### src/rtl/sdram_port_arbiter.sv
// Two-master round-robin arbiter in front of the SDRAM controller Avalon-MM slave.
// A read-tag FIFO steers each pipelined readdatavalid back to the master that issued the read.
module sdram_port_arbiter #(
    parameter int unsigned ADDR_W        = 22,
    parameter int unsigned DATA_W        = 16,
    parameter int unsigned BURST_LEN     = 8,
    parameter int unsigned PENDING_DEPTH = 4
) (
    input  logic                            clk_clk,
    input  logic                            reset_reset,

    input  logic [ADDR_W-1:0]               m0_address,
    input  logic [DATA_W/8-1:0]             m0_byteenable_n,
    input  logic                            m0_read_n,
    input  logic                            m0_write_n,
    input  logic [DATA_W-1:0]               m0_writedata,
    output logic [DATA_W-1:0]               m0_readdata,
    output logic                            m0_readdatavalid,
    output logic                            m0_waitrequest,

    input  logic [ADDR_W-1:0]               m1_address,
    input  logic [DATA_W/8-1:0]             m1_byteenable_n,
    input  logic                            m1_read_n,
    input  logic                            m1_write_n,
    input  logic [DATA_W-1:0]               m1_writedata,
    output logic [DATA_W-1:0]               m1_readdata,
    output logic                            m1_readdatavalid,
    output logic                            m1_waitrequest,

    output logic [ADDR_W-1:0]               sdram_control_address,
    output logic [DATA_W/8-1:0]             sdram_control_byteenable_n,
    output logic                            sdram_control_chipselect,
    output logic [DATA_W-1:0]               sdram_control_writedata,
    output logic                            sdram_control_read_n,
    output logic                            sdram_control_write_n,
    input  logic [DATA_W-1:0]               sdram_control_readdata,
    input  logic                            sdram_control_readdatavalid,
    input  logic                            sdram_control_waitrequest,

    output logic [$clog2(PENDING_DEPTH):0]  pending_count,
    output logic                            err_orphan
);

    localparam int unsigned PTR_W  = $clog2(PENDING_DEPTH);
    localparam int unsigned CNT_W  = PTR_W + 1;
    localparam int unsigned BCNT_W = 8;
    localparam logic [BCNT_W-1:0] BURST_LAST = BCNT_W'(BURST_LEN - 1);
    localparam logic [CNT_W-1:0]  CNT_FULL   = CNT_W'(PENDING_DEPTH);

    typedef enum logic [1:0] {
        IDLE = 2'd0,
        GNT0 = 2'd1,
        GNT1 = 2'd2
    } state_t;

    state_t                   state_q, state_d;
    logic                     last_gnt_q, last_gnt_d;
    logic [BCNT_W-1:0]        burst_cnt_q, burst_cnt_d;
    logic [PENDING_DEPTH-1:0] tag_q, tag_d;
    logic [PTR_W-1:0]         wr_ptr_q, wr_ptr_d;
    logic [PTR_W-1:0]         rd_ptr_q, rd_ptr_d;
    logic [CNT_W-1:0]         count_q, count_d;
    logic                     err_q, err_d;

    logic req0, req1, granted, sel, sel_read, sel_write, req_sel, req_oth;
    logic blk, cs, accept, push, pop, empty, head;

    assign req0      = ~m0_read_n | ~m0_write_n;
    assign req1      = ~m1_read_n | ~m1_write_n;
    assign granted   = (state_q != IDLE);
    assign sel       = (state_q == GNT1);
    // Read wins when a master asserts both strobes.
    assign sel_read  = granted & ~(sel ? m1_read_n : m0_read_n);
    assign sel_write = granted & ~sel_read & ~(sel ? m1_write_n : m0_write_n);
    assign req_sel   = sel_read | sel_write;
    assign req_oth   = sel ? req0 : req1;
    assign blk       = sel_read & (count_q == CNT_FULL);
    assign cs        = req_sel & ~blk;
    assign accept    = cs & ~sdram_control_waitrequest;

    assign sdram_control_address      = sel ? m1_address      : m0_address;
    assign sdram_control_byteenable_n = sel ? m1_byteenable_n : m0_byteenable_n;
    assign sdram_control_writedata    = sel ? m1_writedata    : m0_writedata;
    assign sdram_control_chipselect   = cs;
    assign sdram_control_read_n       = ~(cs & sel_read);
    assign sdram_control_write_n      = ~(cs & sel_write);

    assign m0_waitrequest = (state_q == GNT0) ? (sdram_control_waitrequest | blk | ~req_sel) : 1'b1;
    assign m1_waitrequest = (state_q == GNT1) ? (sdram_control_waitrequest | blk | ~req_sel) : 1'b1;

    assign empty            = (count_q == CNT_W'(0));
    assign head             = tag_q[rd_ptr_q];
    assign push             = accept & sel_read;
    assign pop              = sdram_control_readdatavalid & ~empty;
    assign m0_readdatavalid = pop & ~head;
    assign m1_readdatavalid = pop & head;
    assign m0_readdata      = sdram_control_readdata;
    assign m1_readdata      = sdram_control_readdata;
    assign pending_count    = count_q;
    assign err_orphan       = err_q;

    // Grant FSM: round-robin on contention, hand over after BURST_LEN accepts if the other waits.
    always_comb begin
        state_d     = state_q;
        last_gnt_d  = last_gnt_q;
        burst_cnt_d = burst_cnt_q;
        case (state_q)
            IDLE: begin
                burst_cnt_d = '0;
                if (req0 && (!req1 || last_gnt_q)) begin
                    state_d = GNT0;
                end else if (req1) begin
                    state_d = GNT1;
                end
            end
            GNT0, GNT1: begin
                if (!req_sel) begin
                    last_gnt_d  = sel;
                    burst_cnt_d = '0;
                    state_d     = req_oth ? (sel ? GNT0 : GNT1) : IDLE;
                end else if (accept) begin
                    if (burst_cnt_q == BURST_LAST) begin
                        // Counter saturates so a late requester still gets the next hand-over.
                        if (req_oth) begin
                            last_gnt_d  = sel;
                            burst_cnt_d = '0;
                            state_d     = sel ? GNT0 : GNT1;
                        end
                    end else begin
                        burst_cnt_d = burst_cnt_q + BCNT_W'(1);
                    end
                end
            end
            default: state_d = IDLE;
        endcase
    end

    // Read-tag FIFO: one bit per outstanding read naming its master.
    always_comb begin
        tag_d    = tag_q;
        wr_ptr_d = wr_ptr_q;
        rd_ptr_d = rd_ptr_q;
        count_d  = count_q;
        err_d    = err_q | (sdram_control_readdatavalid & empty);
        if (push) begin
            tag_d[wr_ptr_q] = sel;
            wr_ptr_d        = wr_ptr_q + PTR_W'(1);
        end
        if (pop) begin
            rd_ptr_d = rd_ptr_q + PTR_W'(1);
        end
        case ({push, pop})
            2'b10:   count_d = count_q + CNT_W'(1);
            2'b01:   count_d = count_q - CNT_W'(1);
            default: count_d = count_q;
        endcase
    end

    always_ff @(posedge clk_clk or posedge reset_reset) begin
        if (reset_reset) begin
            state_q     <= IDLE;
            last_gnt_q  <= 1'b1;
            burst_cnt_q <= '0;
            tag_q       <= '0;
            wr_ptr_q    <= '0;
            rd_ptr_q    <= '0;
            count_q     <= '0;
            err_q       <= 1'b0;
        end else begin
            state_q     <= state_d;
            last_gnt_q  <= last_gnt_d;
            burst_cnt_q <= burst_cnt_d;
            tag_q       <= tag_d;
            wr_ptr_q    <= wr_ptr_d;
            rd_ptr_q    <= rd_ptr_d;
            count_q     <= count_d;
            err_q       <= err_d;
        end
    end

endmodule

### config.mk
export PLATFORM = sky130hd
export DESIGN_NAME = sdram_port_arbiter
export DESIGN_NICKNAME = d
export VERILOG_FILES = /design/src/rtl/sdram_port_arbiter.sv
export SDC_FILE = /design/constraint.sdc
export NUM_CORES = 1
export LEC_CHECK = 0
export CAP_MARGIN = 20
export CORE_MARGIN = 2
export CORE_UTILIZATION = 33
export CTS_CLUSTER_DIAMETER = 100
export CTS_CLUSTER_SIZE = 16
export DETAILED_ROUTE_END_ITERATION = 16
export PLACE_DENSITY = 0.83
export SLEW_MARGIN = 5
export SYNTH_ARGS = -nofsm -noshare
export SYNTH_HDL_FRONTEND = slang
export SYNTH_SLANG_ARGS = --single-unit
### constraint.sdc
create_clock -name clk_clk -period 2.85 [get_ports clk_clk]
set_clock_uncertainty 0.2 [all_clocks]
set_input_delay 0.4275 -clock clk_clk [delete_from_list [all_inputs] [get_ports clk_clk]]
set_output_delay 0.4275 -clock clk_clk [all_outputs]
set_load 0.01 [all_outputs]
# ---- Word level (Yosys, flattened, before mapping)
# Index checks and enable logic that the tools add are counted.
# Widths: inputs -> output; s select.
dict set report op_classes {
  reduce_logical 13
  eq_ne 14
  magnitude_cmp 3
  n_addsub 5
  n_mux 32
  bitwise_logic 33
}
# cell n
set op_table {}
lappend op_table {{$mux 8} 4}
lappend op_table {{$mux 22} 1}
lappend op_table {{$mux 2} 9}
lappend op_table {{$mux 16} 1}
lappend op_table {{$pmux 8 s2} 1}
lappend op_table {{$not 1->1} 14}
lappend op_table {{$and 1x1->1} 13}
lappend op_table {{$ne 3x3->1 const B} 4}
lappend op_table {{$mux 1} 11}
lappend op_table {{$add 8x1->8 const B} 1}
lappend op_table {{$eq 8x3->1 const B} 1}
lappend op_table {{$reduce_and 4->1} 2}
lappend op_table {{$lt 2x3->1 const B} 2}
lappend op_table {{$ne 2x1->1 const B} 3}
lappend op_table {{$or 1x1->1} 6}
lappend op_table {{$pmux 3 s2} 1}
lappend op_table {{$reduce_bool 2->1} 3}
lappend op_table {{$add 2x1->2 const B} 2}
lappend op_table {{$bwmux 4} 1}
lappend op_table {{$eq 2x1->1 const B} 2}
lappend op_table {{$eq 2x2->1 const B} 2}
lappend op_table {{$ne 4x4->1 const B} 1}
lappend op_table {{$pmux 2 s2} 1}
lappend op_table {{$add 3x1->3 const B} 1}
lappend op_table {{12 further kinds} 13}
dict set report totals {
  inputBits 104
  output_inout_bits 83
  word_cells 108
  reg_bits 23
}

# ---- Longest topological paths before layout
dict set report logic_depth {
  depth_word 13
  mapped_depth 12
  mapped_depth_nobuf 12
}

# ---- Least setup slack after synthesis
# No wires, ideal clock.
dict set report synth_timing {
  path_kind {register -> register}
  start {register state_q[0]}
  end {register count_q[2], in the netlist pending_count[2]}
  slack_ns 0.357
  arrival_ns 2.166
  path_stages_with_launch 13
  t_required_ns 2.523
  setup_time_ns 0.127
  cell_sequence {dfrtp_1 inv_1 ha_1 buf_2 a211o_1 nor2_2 inv_1 ha_1 inv_1 fa_1 xor2_1 nor2_1 xor2_1}
}
dict set report synth_between {
  elab_chain_len 13
}
# element line
set synth_lines {}
lappend synth_lines {{start, declared} 56} ;# state_t state_q, state_d;
lappend synth_lines {{start signal, assigned} 170} ;# state_q <= state_d;
lappend synth_lines {{$eq 2x2->1 *} 71} ;# assign sel = (state_q == GNT1);
lappend synth_lines {{named net sel} 65} ;# logic req0, req1, granted, sel, sel_read, sel_write, req_sel, req_oth;
lappend synth_lines {{$mux 1} 73} ;# assign sel_read = granted & ~(sel ? m1_read_n : m0_read_n);
lappend synth_lines {{$not 1->1} 73}
lappend synth_lines {{$and 1x1->1} 73}
lappend synth_lines {{$not 1->1} 74} ;# assign sel_write = granted & ~sel_read & ~(sel ? m1_write_n : m0_write_n);
lappend synth_lines {{$and 1x1->1 (2 in series)} 74}
lappend synth_lines {{$or 1x1->1} 75} ;# assign req_sel = sel_read | sel_write;
lappend synth_lines {{$and 1x1->1} 78} ;# assign cs = req_sel & ~blk;
lappend synth_lines {{$and 1x1->1} 79} ;# assign accept = cs & ~sdram_control_waitrequest;
lappend synth_lines {{$and 1x1->1 *} 93} ;# assign push = accept & sel_read;
lappend synth_lines {{$eq 2x1->1 / $eq 2x2->1 (equally long branches)} 152} ;# case ({push, pop})
lappend synth_lines {{$pmux 3 s2 / $reduce_bool 2->1 (equally long branches)} -}
lappend synth_lines {{end signal, assigned} 176} ;# count_q <= count_d;
lappend synth_lines {{end, declared} 62} ;# logic [CNT_W-1:0] count_q, count_d;
# Mark *: on every way through the listed nets, which the timed path passes. The rest lies on a longest branch.
# A chain may end at the register's enable or synchronous reset.

# ---- Worst setup path in the final report
dict set report layout_timing {
  start {register state_q[0]}
  end {output port sdram_control_writedata[11]}
}
dict set report layout_between {
  elab_chain_len 2
}
# element line
set layout_lines {}
lappend layout_lines {{$eq 2x2->1} 71}
lappend layout_lines {{named net sel} 65}
lappend layout_lines {{$mux 16} 83} ;# assign sdram_control_writedata = sel ? m1_writedata : m0_writedata;
lappend layout_lines {{end, declared} 33} ;# output logic [DATA_W-1:0] sdram_control_writedata,
# The timed path passes the listed nets, and every way through them passes these cells.

==> reports/qor.yml <==
power_and_ir_drop:
  powerDensity_mw_per_mm2: 791
  total_leakage_power_nw: 1.48
  vdd_drop_max_mv: 0.599
global_route:
  grt_pass1_vias: 2175
  grt_util_all_layers: 0.188
  grt_pass1_wl_um: 11000
  antenna_found_initial: 0
  grt_overflow: 0
  grt_max_degree: 24
placed_design:
  dp_hpwl_um: 5810
  place_inst: 421
  dpl-instance-area_mm2: 0.00351
  port-buffer-count: 138
  gp_congestion: 0.912
floorplanning:
  die_area_mm2: 0.00741
  die_height_um: 86.1
  start_util: 0.346
  die_w_um: 86.1
  core_area_mm2: 0.00642
  num_rows: 29
  io_pins: 187
final_layout:
  drive_gt1_frac: 0.203
  fin_nets: 466
  syn_to_final_growth_pct: 62.8
  layout.cells.non_filler: 427
  layout_common_cells: "clkdlybuf4s50_1, mux2_2, dfrtp_1, nand2_1, inv_1"
  layout_commonest_cell: "clkdlybuf4s50_1"
  final_area_mm2: 0.00362
  antennaDiodeCount: 0
setup_path:
  r2r_slack_ns: 0.38
  r2r-end: "burst_cnt_q[0]$_DFFE_PP0P_"
  worstSetupStartpointType: "flop"
  required_ns: 2.22
  crit_path_end_kind: "output pin"
  crit_type: "flop to output pin"
  crit_fanout: 18
  reg2reg_depth: 8
  timing.rr.start: "state_q[1]$_DFFE_PP0P_"
  cp_data_arrival_time_ns: 2.10
synthesis:
  synthCells: 237
  synthFlopType: "dfrtp_1"
  synth_top_area_frac: 0.247
  synth_cell_type_count: 49
  synthArstFlopShare: 1.00
  netlist_area_mm2: 0.00222
  synth_top_area_cell: "dfrtp_1"
  syn_nets: 352
  synth_seq_area_share: 0.259
  yosys_warnings: 0
  syn_area_per_cell_um2: 9.39
  synth_edf_count: 0
  ys_seq_elements: 23
  synth.area.top_cells: "dfrtp_1, mux2_2, buf_4"
timing:
  slew_violations: 0
  slew_headroom: 0.713
  timing.hold.ws_ns: 0.273
  rsz0062_at_grt: "no"
  period_share: 0.957
  setup_viol: 0
  hold_violations: 0
  worst_pin_slew_ns: 0.430
  timing.setup.tns_ns: 0
  fmax_mhz: 367
  fin_crit_ns: 2.73
clock_tree:
  cts_hold_buf: 0
  clk-insertion-delay-late_ns: 0.27
  clkTransAtPathRegs_ns: 0.09
  cts_tree: "done"
  htree_levels: 1
  cts_sinks: 23
  root_buffer: "clkbuf_8"
  clock_path_buffers: 2
  cts_made_buffers: 3
min_path:
  hold-path-cell-count: 1
  hold_end: "err_orphan$_DFF_PP0_"
  worst_hold_startpoint: "err_orphan$_DFF_PP0_"
  worstHoldPathType: "flop to flop"
detailed_routing:
  routed_wl_um: 7280
  wire_per_inst_um: 17.1
  avgViaCountPerCell: 5.08
  route.detailed.drc: 0
  drtIter0Drc: 63
  dr.pass1.iters: 4
  vias: 2170
  ant_nets: 0
outcome:
  status: "complete, no violations"
job:
  drv_cap: 0
## critical path, cell delays in order (launching register included)
cell and delay [ns]:
dfrtp_1 0.39, inv_1 0.11, ha_4 0.20, bufbuf_16 0.31, mux2_2 0.33, clkdlybuf4s50_1 0.48
## metal layers
layer | GRT usage | part of all wire
met2 | 0.341 | 0.49
met1 | 0.224 | 0.40
met4 | 0.0303 | 0.0069
met5 | 0 | 0
met3 | 0.0491 | 0.097
## worst max-delay path by stage
stage                      startpoint                           end  slack [ns]  depth (start not counted)
6_report       state_q[0]$_DFFE_PP0P_   sdram_control_writedata[11]        0.12                          5
5_1_grt        state_q[0]$_DFFE_PP0P_   sdram_control_writedata[14]        0.01                          5
4_1_cts        state_q[1]$_DFFE_PP0P_                m1_waitrequest        0.01                          6
3_5_place_dp                m0_read_n                m1_waitrequest        0.03                          6
3_3_place_gp                m0_read_n                m1_waitrequest        0.03                          6
2_1_floorplan  state_q[0]$_DFFE_PP0P_  pending_count[2]$_DFFE_PP0P_        0.36                         12
## logic make-up after synthesis
logic type                 Yosys count  share of synthesized area
muxes                               49                      0.253
and+or+nand+nor                     64                      0.156
buffers and inverters               53                      0.147
AOI/OAI and AO/OA                   31                     0.0956
DFF                                 23                      0.259
adders and majority gates           11                     0.0652
xor gates and xnor gates             6                     0.0236
## cell usage after synthesis, drive strengths merged, types with 2 or more instances
master and instances:
mux2 48, buf 38, dfrtp 22, nand2 18, inv 13, ha 10, nand3 9, o21ai 9
nor2 7, a21oi 6, and2 5, and3 4, or3 4, xnor2 4, a31oi 3, nand4 3
nor3 3, a211oi 2, a21o 2, clkbuf 2, nand2b 2, nand3b 2, xor2 2
## layout make-up
| class | instances | area (um^2) |
|---|---|---|
| Fill cell | 579 | 2800 |
| Timing Repair Buffer | 149 | 1520 |
| Multi-Input combinational cell | 161 | 1330 |
| Sequential cell | 23 | 578 |
| Tap cell | 77 | 96.3 |
| Inverter | 13 | 48.8 |
| Clock buffer | 3 | 41.3 |
| Clock inverter | 1 | 7.51 |
## power by group
group	internal [W]	switching (W)	total (W)
logic	0.00121	0.000896	0.00211
clock network	0.0000992	0.000117	0.000216
registers	0.000445	0.0000970	0.000542
## what timing repair did
item                                    CTS  global route
resized for setup                         1             6
endpoints found under the setup margin    4             6
gates cloned                              1             0
pin swaps                                 0             1
buffers inserted                          1             0
## sequential cells by signal, indices dropped and copies added, names as in the netlist
register and count:
burst_cnt_q 8, err_orphan 1, last_gnt_q 1, pending_count 3
rd_ptr_q 2, state_q 2, tag_q 4, wr_ptr_q 2
## per-stage QoR
step / power [W] / setup slack (ns) / utilization
after floorplan: 0.00171 / 0.357 / -
after global placement: 0.00253 / 0.0299 / 0.546
after detailed placement: 0.00257 / 0.0295 / 0.546
after CTS: 0.00288 / 0.0103 / 0.561
after global routing: 0.00307 / 0.0137 / 0.564
final: 0.00287 / 0.123 / 0.564
Note: power is estimated with default switching activity, not from simulation.
